`src/rtl/id_seg_if.sv`:
```
// rtl/id_seg_if.sv - ID/EX pipeline register bundle produced by id_seg
//
// Purpose: carries the registered decode results from the ID stage to EX.
// Signals:
//   id_valid      instruction present (0 = bubble, all controls 0)
//   id_pc         PC of the decoded instruction
//   id_op/funct   opcode ir[31:26] / function ir[5:0]
//   id_rs/rt      source register fields
//   id_rd         destination register (0 when nothing is written)
//   id_imm        formed immediate (sext/zext/lui/pc+4)
//   id_rs_val/rt_val  register file read values
//   id_reg_write/mem_read/mem_write  control bits
// Modports: master (ID stage, drives), slave (EX stage, consumes).
interface id_seg_if;
  logic        id_valid;
  logic [31:0] id_pc;
  logic [5:0]  id_op;
  logic [5:0]  id_funct;
  logic [4:0]  id_rs;
  logic [4:0]  id_rt;
  logic [4:0]  id_rd;
  logic [31:0] id_imm;
  logic [31:0] id_rs_val;
  logic [31:0] id_rt_val;
  logic        id_reg_write;
  logic        id_mem_read;
  logic        id_mem_write;

  modport master (
    output id_valid, id_pc, id_op, id_funct, id_rs, id_rt, id_rd, id_imm,
           id_rs_val, id_rt_val, id_reg_write, id_mem_read, id_mem_write
  );

  modport slave (
    input id_valid, id_pc, id_op, id_funct, id_rs, id_rt, id_rd, id_imm,
          id_rs_val, id_rt_val, id_reg_write, id_mem_read, id_mem_write
  );
endinterface

```
`src/rtl/id_seg.sv`:
```
// rtl/id_seg.sv - MIPS-style instruction decode stage with IF/ID, regfile, hazards and branch resolve
//
// Purpose: holds the IF/ID register and the 32x32 register file, decodes the
// instruction, detects load-use / branch / writeback hazards, resolves
// branches and jumps in ID and registers the results into ID/EX.
// Ports:
//   clk, rst               clock; asynchronous active-high reset
//   ir_in, pc_in           fetched instruction and its PC
//   stall                  hold fetch PC and IF/ID (combinational)
//   cond, cond_npc         redirect fetch and its target (combinational)
//   wb_we, wb_rd, wb_data  register file write port
//   ex_mem_read, ex_reg_write, ex_rd, mem_mem_read, mem_rd  hazard inputs
//   idex                   ID/EX outputs (id_seg_if.master)
// Configuration: define REGFILE_BYPASS_EN to forward wb_data to same-cycle
// reads; otherwise a read matching the writeback register stalls one cycle.
module id_seg (
  input  logic        clk,
  input  logic        rst,
  input  logic [31:0] ir_in,
  input  logic [31:0] pc_in,
  output logic        stall,
  output logic        cond,
  output logic [31:0] cond_npc,
  input  logic        wb_we,
  input  logic [4:0]  wb_rd,
  input  logic [31:0] wb_data,
  input  logic        ex_mem_read,
  input  logic        ex_reg_write,
  input  logic [4:0]  ex_rd,
  input  logic        mem_mem_read,
  input  logic [4:0]  mem_rd,
  id_seg_if.master    idex
);

  localparam logic [31:0] BUBBLE  = 32'hFFFF_FFFF;
  localparam logic [5:0]  OP_R    = 6'b000000;
  localparam logic [5:0]  OP_J    = 6'b000010;
  localparam logic [5:0]  OP_JAL  = 6'b000011;
  localparam logic [5:0]  OP_BEQ  = 6'b000100;
  localparam logic [5:0]  OP_BNE  = 6'b000101;
  localparam logic [5:0]  OP_ADDI = 6'b001000;
  localparam logic [5:0]  OP_ANDI = 6'b001100;
  localparam logic [5:0]  OP_ORI  = 6'b001101;
  localparam logic [5:0]  OP_LUI  = 6'b001111;
  localparam logic [5:0]  OP_LW   = 6'b100011;
  localparam logic [5:0]  OP_SW   = 6'b101011;

  typedef struct packed {
    logic        valid;
    logic [31:0] pc;
    logic [5:0]  op;
    logic [5:0]  funct;
    logic [4:0]  rs;
    logic [4:0]  rt;
    logic [4:0]  rd;
    logic [31:0] imm;
    logic [31:0] rs_val;
    logic [31:0] rt_val;
    logic        reg_write;
    logic        mem_read;
    logic        mem_write;
  } idex_t;

  logic [31:0] if_ir, if_pc;
  logic [31:0] rf [32];
  idex_t       idex_d, idex_q;

  logic [5:0]  op;
  logic [4:0]  rs, rt;
  logic [31:0] sext_imm, pc4;
  logic        bubble;
  assign op       = if_ir[31:26];
  assign rs       = if_ir[25:21];
  assign rt       = if_ir[20:16];
  assign sext_imm = {{16{if_ir[15]}}, if_ir[15:0]};
  assign pc4      = if_pc + 32'd4;
  assign bubble   = (if_ir == BUBBLE);

  // IF/ID: stall wins over redirect, redirect squashes the fetched slot.
  always_ff @(posedge clk or posedge rst) begin
    if (rst) begin
      if_ir <= BUBBLE;
      if_pc <= '0;
    end else if (!stall) begin
      if_ir <= cond ? BUBBLE : ir_in;
      if_pc <= pc_in;
    end
  end

  always_ff @(posedge clk or posedge rst) begin
    if (rst) begin
      for (int i = 0; i < 32; i++) rf[i] <= '0;
    end else if (wb_we && wb_rd != 5'd0) begin
      rf[wb_rd] <= wb_data;
    end
  end

  // Register reads; r0 is never written so it always reads 0.
  logic [31:0] rs_val, rt_val;
  logic        wb_hz;
  logic        uses_rs, uses_rt;
`ifdef REGFILE_BYPASS_EN
  always_comb begin
    rs_val = rf[rs];
    rt_val = rf[rt];
    if (wb_we && wb_rd != 5'd0 && wb_rd == rs) rs_val = wb_data;
    if (wb_we && wb_rd != 5'd0 && wb_rd == rt) rt_val = wb_data;
  end
  assign wb_hz = 1'b0;
`else
  assign rs_val = rf[rs];
  assign rt_val = rf[rt];
  // Old value would be read; wait one cycle for the write to land.
  assign wb_hz = wb_we && wb_rd != 5'd0 &&
                 ((uses_rs && wb_rd == rs) || (uses_rt && wb_rd == rt));
`endif

  logic [4:0]  d_rd;
  logic [31:0] d_imm;
  logic        d_rw, d_mr, d_mw, is_br, is_jmp;
  always_comb begin
    d_rd    = '0;
    d_imm   = '0;
    d_rw    = 1'b0;
    d_mr    = 1'b0;
    d_mw    = 1'b0;
    uses_rs = 1'b0;
    uses_rt = 1'b0;
    is_br   = 1'b0;
    is_jmp  = 1'b0;
    case (op)
      OP_R:    begin d_rd = if_ir[15:11]; d_rw = 1'b1; uses_rs = 1'b1; uses_rt = 1'b1; end
      OP_ADDI: begin d_rd = rt; d_rw = 1'b1; d_imm = sext_imm; uses_rs = 1'b1; end
      OP_ANDI,
      OP_ORI:  begin d_rd = rt; d_rw = 1'b1; d_imm = {16'h0, if_ir[15:0]}; uses_rs = 1'b1; end
      OP_LUI:  begin d_rd = rt; d_rw = 1'b1; d_imm = {if_ir[15:0], 16'h0}; end
      OP_LW:   begin d_rd = rt; d_rw = 1'b1; d_mr = 1'b1; d_imm = sext_imm; uses_rs = 1'b1; end
      OP_SW:   begin d_mw = 1'b1; d_imm = sext_imm; uses_rs = 1'b1; uses_rt = 1'b1; end
      OP_BEQ,
      OP_BNE:  begin d_imm = sext_imm; uses_rs = 1'b1; uses_rt = 1'b1; is_br = 1'b1; end
      OP_J:    is_jmp = 1'b1;
      OP_JAL:  begin is_jmp = 1'b1; d_rd = 5'd31; d_rw = 1'b1; d_imm = pc4; end
      default: ;
    endcase
  end

  // Branches compare in ID, so they also wait on any in-flight producer.
  logic load_use, br_hz, taken;
  assign load_use = ex_mem_read && ex_rd != 5'd0 &&
                    ((uses_rs && ex_rd == rs) || (uses_rt && ex_rd == rt));
  assign br_hz    = is_br &&
                    ((ex_reg_write && ex_rd != 5'd0 && (ex_rd == rs || ex_rd == rt)) ||
                     (mem_mem_read && mem_rd != 5'd0 && (mem_rd == rs || mem_rd == rt)));
  assign taken    = is_jmp || (op == OP_BEQ && rs_val == rt_val) ||
                    (op == OP_BNE && rs_val != rt_val);

  assign stall    = !bubble && (load_use || br_hz || wb_hz);
  assign cond     = !bubble && !stall && taken;
  assign cond_npc = !cond  ? 32'h0 :
                    is_jmp ? {pc4[31:28], if_ir[25:0], 2'b00} :
                             pc4 + {sext_imm[29:0], 2'b00};

  always_comb begin
    idex_d = '0;
    if (!bubble && !stall) begin
      idex_d.valid     = 1'b1;
      idex_d.pc        = if_pc;
      idex_d.op        = op;
      idex_d.funct     = if_ir[5:0];
      idex_d.rs        = rs;
      idex_d.rt        = rt;
      idex_d.rd        = d_rd;
      idex_d.imm       = d_imm;
      idex_d.rs_val    = rs_val;
      idex_d.rt_val    = rt_val;
      idex_d.reg_write = d_rw;
      idex_d.mem_read  = d_mr;
      idex_d.mem_write = d_mw;
    end
  end

  always_ff @(posedge clk or posedge rst) begin
    if (rst) idex_q <= '0;
    else     idex_q <= idex_d;
  end

  assign idex.id_valid     = idex_q.valid;
  assign idex.id_pc        = idex_q.pc;
  assign idex.id_op        = idex_q.op;
  assign idex.id_funct     = idex_q.funct;
  assign idex.id_rs        = idex_q.rs;
  assign idex.id_rt        = idex_q.rt;
  assign idex.id_rd        = idex_q.rd;
  assign idex.id_imm       = idex_q.imm;
  assign idex.id_rs_val    = idex_q.rs_val;
  assign idex.id_rt_val    = idex_q.rt_val;
  assign idex.id_reg_write = idex_q.reg_write;
  assign idex.id_mem_read  = idex_q.mem_read;
  assign idex.id_mem_write = idex_q.mem_write;

endmodule

```
`src/flat_wrapper.sv`:
```
// flat-port wrapper written by rule: the top's interface ports become plain ports
module id_seg_flat 
  (clk, rst, ir_in, pc_in, stall, cond, cond_npc, wb_we, wb_rd, wb_data, ex_mem_read, ex_reg_write, ex_rd, mem_mem_read, mem_rd, idex_id_valid, idex_id_pc, idex_id_op, idex_id_funct, idex_id_rs, idex_id_rt, idex_id_rd, idex_id_imm, idex_id_rs_val, idex_id_rt_val, idex_id_reg_write, idex_id_mem_read, idex_id_mem_write);
  id_seg_if idex_i ();
  input  logic clk;
  input  logic rst;
  input  logic [31:0] ir_in;
  input  logic [31:0] pc_in;
  output logic stall;
  output logic cond;
  output logic [31:0] cond_npc;
  input  logic wb_we;
  input  logic [4:0] wb_rd;
  input  logic [31:0] wb_data;
  input  logic ex_mem_read;
  input  logic ex_reg_write;
  input  logic [4:0] ex_rd;
  input  logic mem_mem_read;
  input  logic [4:0] mem_rd;
  output wire logic [$bits(idex_i.id_valid)-1:0] idex_id_valid;
  output wire logic [$bits(idex_i.id_pc)-1:0] idex_id_pc;
  output wire logic [$bits(idex_i.id_op)-1:0] idex_id_op;
  output wire logic [$bits(idex_i.id_funct)-1:0] idex_id_funct;
  output wire logic [$bits(idex_i.id_rs)-1:0] idex_id_rs;
  output wire logic [$bits(idex_i.id_rt)-1:0] idex_id_rt;
  output wire logic [$bits(idex_i.id_rd)-1:0] idex_id_rd;
  output wire logic [$bits(idex_i.id_imm)-1:0] idex_id_imm;
  output wire logic [$bits(idex_i.id_rs_val)-1:0] idex_id_rs_val;
  output wire logic [$bits(idex_i.id_rt_val)-1:0] idex_id_rt_val;
  output wire logic [$bits(idex_i.id_reg_write)-1:0] idex_id_reg_write;
  output wire logic [$bits(idex_i.id_mem_read)-1:0] idex_id_mem_read;
  output wire logic [$bits(idex_i.id_mem_write)-1:0] idex_id_mem_write;
  assign idex_id_valid = idex_i.id_valid;
  assign idex_id_pc = idex_i.id_pc;
  assign idex_id_op = idex_i.id_op;
  assign idex_id_funct = idex_i.id_funct;
  assign idex_id_rs = idex_i.id_rs;
  assign idex_id_rt = idex_i.id_rt;
  assign idex_id_rd = idex_i.id_rd;
  assign idex_id_imm = idex_i.id_imm;
  assign idex_id_rs_val = idex_i.id_rs_val;
  assign idex_id_rt_val = idex_i.id_rt_val;
  assign idex_id_reg_write = idex_i.id_reg_write;
  assign idex_id_mem_read = idex_i.id_mem_read;
  assign idex_id_mem_write = idex_i.id_mem_write;
  id_seg u_core (.clk(clk), .rst(rst), .ir_in(ir_in), .pc_in(pc_in), .stall(stall), .cond(cond), .cond_npc(cond_npc), .wb_we(wb_we), .wb_rd(wb_rd), .wb_data(wb_data), .ex_mem_read(ex_mem_read), .ex_reg_write(ex_reg_write), .ex_rd(ex_rd), .mem_mem_read(mem_mem_read), .mem_rd(mem_rd), .idex(idex_i));
endmodule
```
`config.mk`:
```
export PLATFORM = sky130hd
export DESIGN_NAME = id_seg_flat
export DESIGN_NICKNAME = d
export VERILOG_FILES = /design/src/rtl/id_seg_if.sv /design/src/rtl/id_seg.sv /design/src/flat_wrapper.sv
export SDC_FILE = /design/constraint.sdc
export NUM_CORES = 2
export LEC_CHECK = 0
export BUFFER_PORTS_ARGS = -buffer_cell sky130_fd_sc_hd__clkbuf_2
export CAP_MARGIN = 20
export CORE_UTILIZATION = 55
export DETAILED_ROUTE_END_ITERATION = 7
export GPL_TIMING_DRIVEN = 0
export PLACE_DENSITY_LB_ADDON = 0.05
export SLEW_MARGIN = 30
export SYNTH_ARGS = -nofsm -noshare
export SYNTH_HDL_FRONTEND = slang
export SYNTH_SLANG_ARGS = --single-unit
```
`constraint.sdc`:
```
create_clock -name clk -period 45.8 [get_ports clk]
set_input_delay 4.58 -clock clk [delete_from_list [all_inputs] [get_ports clk]]
set_output_delay 4.58 -clock clk [all_outputs]
set_load 0.005 [all_outputs]
```
After elaboration in Yosys (flattened, before gate mapping):

Index checks and enable logic that the tools add are counted.

* magnitude comparators: 4
* multiplexer cells: 22
* bitwise logic cells: 3
* add/sub/neg operators: 2
* reduce and logical (&&, ||, !) cells: 42
* equal/unequal tests: 19

Operator list (count)
* $bwmux 1024: 1
* $bmux 32 s5: 2
* $mux 32: 8
* $demux 32 s5: 1
* $mux 159: 1
* $pmux 32 s4: 1
* $add 32x3->32 const B: 1
* $add 32x32->32: 1
* $eq 32x32->1: 1
* $eq 32x32->1 const B: 1
* $ne 32x32->1: 1
* $eq 5x5->1: 6
* $eq 6x4->1 const B: 4
* $logic_and 1x1->1: 19
* $ge 6x6->1 const B: 3
* $not 5->6: 3
* $pmux 5 s3: 1
* $reduce_bool 5->1: 3
* $eq 6x2->1 const B: 2
* $eq 6x3->1 const B: 2
* $eq 6x6->1 const B: 2
* $reduce_or 5->1: 2
* $logic_or 1x1->1: 9
* $reduce_or 8->1: 1
* other kinds (7): 16

* bits of input ports: 117
* register bits after elaboration: 1247
* output and inout port bits: 193
* logic and storage cells: 139

Longest topological paths before layout:

* depth in word-level cells: 13
* depth in mapped cells: 20
* mapped depth without buffers: 19

Worst setup path after synthesis:

Ideal clock, no wire load.

* path kind: input to output
* start: input ex_rd[0]
* end: output cond_npc[28]
* arrival: 6428 ps
* stages on the path: 11
* path slack: 34792 ps
* path through: or4_1 nor2_1 nand3b_1 a21o_1 o311a_1 clkbuf_1 nand2b_1 inv_2 o21ai_4 buf_6 nor3_2

* cells in the longest elaborated chain, start to end: 12
* elaborated cells on any way between the ends: 20
* classes of those cells: eq/ne: 2; mux: 1; reduce/logical: 17

RTL lines
* start, declared: RTL line flat_wrapper.sv:17 `input logic [4:0] ex_rd;`
* $eq 5x5->1 or $reduce_bool 5->1 (tied branches): RTL line id_seg.sv:150, id_seg.sv:152, id_seg.sv:149
* $logic_or 1x1->1 or $logic_and 1x1->1 (tied branches): RTL line id_seg.sv:152 `((ex_reg_write && ex_rd != 5'd0 && (ex_rd == rs || ex_rd == rt)) ||`
* $logic_and 1x1->1: RTL line id_seg.sv:152
* $logic_or 1x1->1: RTL line id_seg.sv:152
* $logic_and 1x1->1: RTL line id_seg.sv:151 `assign br_hz = is_br &&`
* $logic_or 1x1->1 * (2 in a row): RTL line id_seg.sv:157 `assign stall = !bubble && (load_use || br_hz || wb_hz);`
* $logic_and 1x1->1 *: RTL line id_seg.sv:157
* $logic_not 1->1 *
* $logic_and 1x1->1 * (2 in a row): RTL line id_seg.sv:158 `assign cond = !bubble && !stall && taken;`
* $mux 32 *: RTL line id_seg.sv:159 `assign cond_npc = !cond ? 32'h0 :`
* end, declared: RTL line flat_wrapper.sv:11 `output logic [31:0] cond_npc;`

Every way passes the cells marked *; elsewhere a longest branch is shown, timed or not.

Worst setup path after layout:

* start: input wb_rd[1]
* end: output cond_npc[1]

* cells in the longest elaborated chain, start to end: 10
* elaborated cells on any way between the ends: 14
* classes of those cells: eq/ne: 2; mux: 1; reduce/logical: 11

RTL lines
* start, declared: RTL line flat_wrapper.sv:13 `input logic [4:0] wb_rd;`
* $eq 5x5->1: RTL line id_seg.sv:115 `((uses_rs && wb_rd == rs) || (uses_rt && wb_rd == rt));`
* $logic_and 1x1->1: RTL line id_seg.sv:115
* $logic_or 1x1->1: RTL line id_seg.sv:115
* $logic_and 1x1->1 *: RTL line id_seg.sv:114 `assign wb_hz = wb_we && wb_rd != 5'd0 &&`
* $logic_or 1x1->1 *: RTL line id_seg.sv:157
* $logic_and 1x1->1 *: RTL line id_seg.sv:157
* $logic_not 1->1 *
* $logic_and 1x1->1 * (2 in a row): RTL line id_seg.sv:158
* $mux 32 *: RTL line id_seg.sv:159

Marked as above.

==> impl_metrics.toml <==
[setup_path]
max_stage_delay_ns = 0.71
crit_fanout = 10
crit_top_cell = "clkbuf_1"
worstPathArrival_ns = 8.50
required_ns = 41.22
crit_chain = "clkbuf_2, clkbuf_1, nor3_1, a221o_1, o311a_1, clkbuf_1, nand2b_1, inv_2, clkbuf_1, and3_1, clkbuf_2"
worst_path_max_delay_cell = "clkbuf_1"
critPathLaunchType = "input port"
worstSetupEndpointType = "output pin"
path_class = "in -> out"

[logic_synthesis]
synthXorXnorAreaFrac_pct = 1.049
yosysWarnings = 0
yosys_register_bits = 1247
yosys.area_share.simple_pct = 3.835
synth_fa_ha_area_share_pct = 0.6843
synth-edff-count = 0
synthFlopType = "dfrtp_1"
synth-compound-area-share_pct = 6.160
synth_top_family_by_area = "multiplexers"
synthMuxAreaShare_pct = 36.50
ys_types = 70
synthArstFlopShare_pct = 100.0
synth_nets = 4668
ys_seq_area_share_pct = 48.00
syn_avg_cell_area_sq_um = 14.41
synth_cells = 4516
synthesis.area_sq_um = 65090

[global_route]
grt_max_degree = 97
globalRouteOverflowTotal = 0
grt_pass1_wl_um = 374600
grt_pass1_vias = 47014
antenna_found_initial = 20
grt_use_total_pct = 45.86

[layout]
layout_common_cells = "dfrtp_1 (1215), mux2_2 (1055), mux4_2 (512), clkbuf_2 (376), clkbuf_1 (220)"
multi_input_area_sq_um = 31420
fill_cells = 8913
area_growth_pct = 14.35
layout.cells.most_common = "dfrtp_1"
nets = 5156
drive_above_1_share_pct = 48.38
fin_area_sq_um = 74440
ff_latch_area_sq_um = 31250

[detailed_routing]
finalWirelength_um = 271700
wl_per_cell_um = 40.90
drtIter0Drc = 6717
via_per_inst = 7.229
first_pass_iters = 7
ant_nets = 0
vias = 48028
drc = 0

[sta]
maxSlewViolCount = 0
rsz0062_at_grt = "false"
worst_slack_ns = 32.72
worst_slew_pin_slew_ns = 1.087
fmax_ghz = 0.07646
relSlewSlack_pct = 27.07
hold_slack_ns = 0.4787
fin_crit_sh_pct = 28.56
setup_viol = 0
fin_skew_ns = 0.03915
min_period_ns = 13.08
finalHoldViolations = 0

[clock_network]
post_cts_buffers = 0
clockRootBuffer = "clkbuf_16"
cts_tree = "done"
hold_buffers = 0
cts-buffers-inserted = 139
cts.sinks = 1247
clk_transition_reported_paths_ns = 0.06
post_cts_resize_count = 0
htree_levels = 4
clk_path_buf_depth = 3
insertion_delay_ns = 0.83

[worst_hold_path]
hp-class = "reg -> reg"

[placement]
io_buffer_count = 306
place_ws_ns = 32.91
place_area_sq_um = 69720
place.gp.congestion = 1.026
dp_hpwl_um = 188900

[run]
timing.max_cap.violations = 0

[floorplan]
placementRows = 125
io_pins = 310
die-area_sq_um = 119700
die_y_um = 346.0
fp.coreArea_sq_um = 116800
die_w_um = 346.0
start_util_pct = 55.72

[power_and_ir_drop]
cellPowerDensity_nw_per_um2 = 45.75
leakage_uw = 0.03294
p_total_uw = 3405
irDropWorstVdd_mv = 0.04746

[run_status]
status = "finished clean"
==> routing by layer <==
| metal | track usage [%] | share of wire, % |
|---|---|---|
| met4 | 31.86 | 8.4 |
| met3 | 17.14 | 13 |
| met2 | 65.00 | 43 |
| met5 | 0.2001 | 0.034 |
| met1 | 58.38 | 36 |
==> final cells by class <==
cell class	count	area share, %
diodes	10	0.03362
plain buffers	472	3.269
clock buffers	202	5.580
clock inverters	45	0.6925
inverters	50	0.2622
multi-input cells	2747	42.21
flip-flops and latches	1247	41.97
well taps	1524	2.562
repair buffers	347	3.414
==> metrics by stage <==
step	setup TNS [ns]	instances	util, %
after global routing	0	6634	63.69
after global placement	-9366.57	6346	58.66
after floorplan	0	4516	-
after detailed placement	0	6386	59.67
final	0	6644	63.71
after CTS	0	6633	63.67
==> kinds of logic after synthesis <==
group                      after synthesis
buffers and inverters                  522
adders and majority gates               35
and+or+nand+nor                        492
muxes                                 1601
xor gates and xnor gates                78
DFF                                   1247
AOI/OAI and AO/OA                      541
==> synthesized netlist by cell type (40+ instances only) <==
library cell  instances  area, sq um
a21oi_1             114        570.6
a221oi_1             40        350.3
a22o_1               64        560.5
a22oi_1             109        818.3
and2_1               54        337.8
buf_1                76        285.3
buf_2                71        355.3
buf_6                41        461.7
clkbuf_1            260        975.9
dfrtp_1            1215        30400
inv_1                48        180.2
mux2_2             1055        11880
mux4_2              512        11530
nand2_1              76        285.3
nand3_1              64        320.3
nor2_1              153        574.3
xnor2_1              53        464.2
==> report_power, final <==
group	switching, uW	internal, uW	total (uW)
clock	485	680	1170
sequential	143	1300	1440
combinational	388	407	796
==> worst paths after layout <==
path / startpoint / endpoint / slack [ns] / depth (start not counted)
max reg2reg: u_core.if_ir[18] / u_core.if_ir[5] / 38.58 / 14
min: u_core.rf[1015] / u_core.rf[1015] / 0.48 / 1
max in group asynchronous: rst / u_core.rf[882] / 39.61 / 7
min in group asynchronous: rst / u_core.rf[596] / 3.84 / 2
min reg2reg: u_core.rf[1015] / u_core.rf[1015] / 0.48 / 1
max: wb_rd[1] / cond_npc[1] / 32.72 / 11
==> registers in the layout, indices dropped and copies added (netlist names), 5 cells and up <==
name / count
u_core.idex.id_pc: 32
u_core.idex.id_imm: 32
u_core.idex.id_funct: 6
u_core.idex.id_rt: 5
u_core.if_ir: 32
u_core.rf: 1024
u_core.idex.id_rt_val: 32
u_core.if_pc: 32
u_core.idex.id_op: 6
u_core.idex.id_rd: 5
u_core.idex.id_rs_val: 32
u_core.idex.id_rs: 5
==> worst max-delay path, delay by kind of cell <==
kind            cells  cell delay (ns)
compound gates      2             0.80
buf+inv             6             2.14
simple gates        3             0.96
Note: power is estimated with default switching activity, not from simulation.
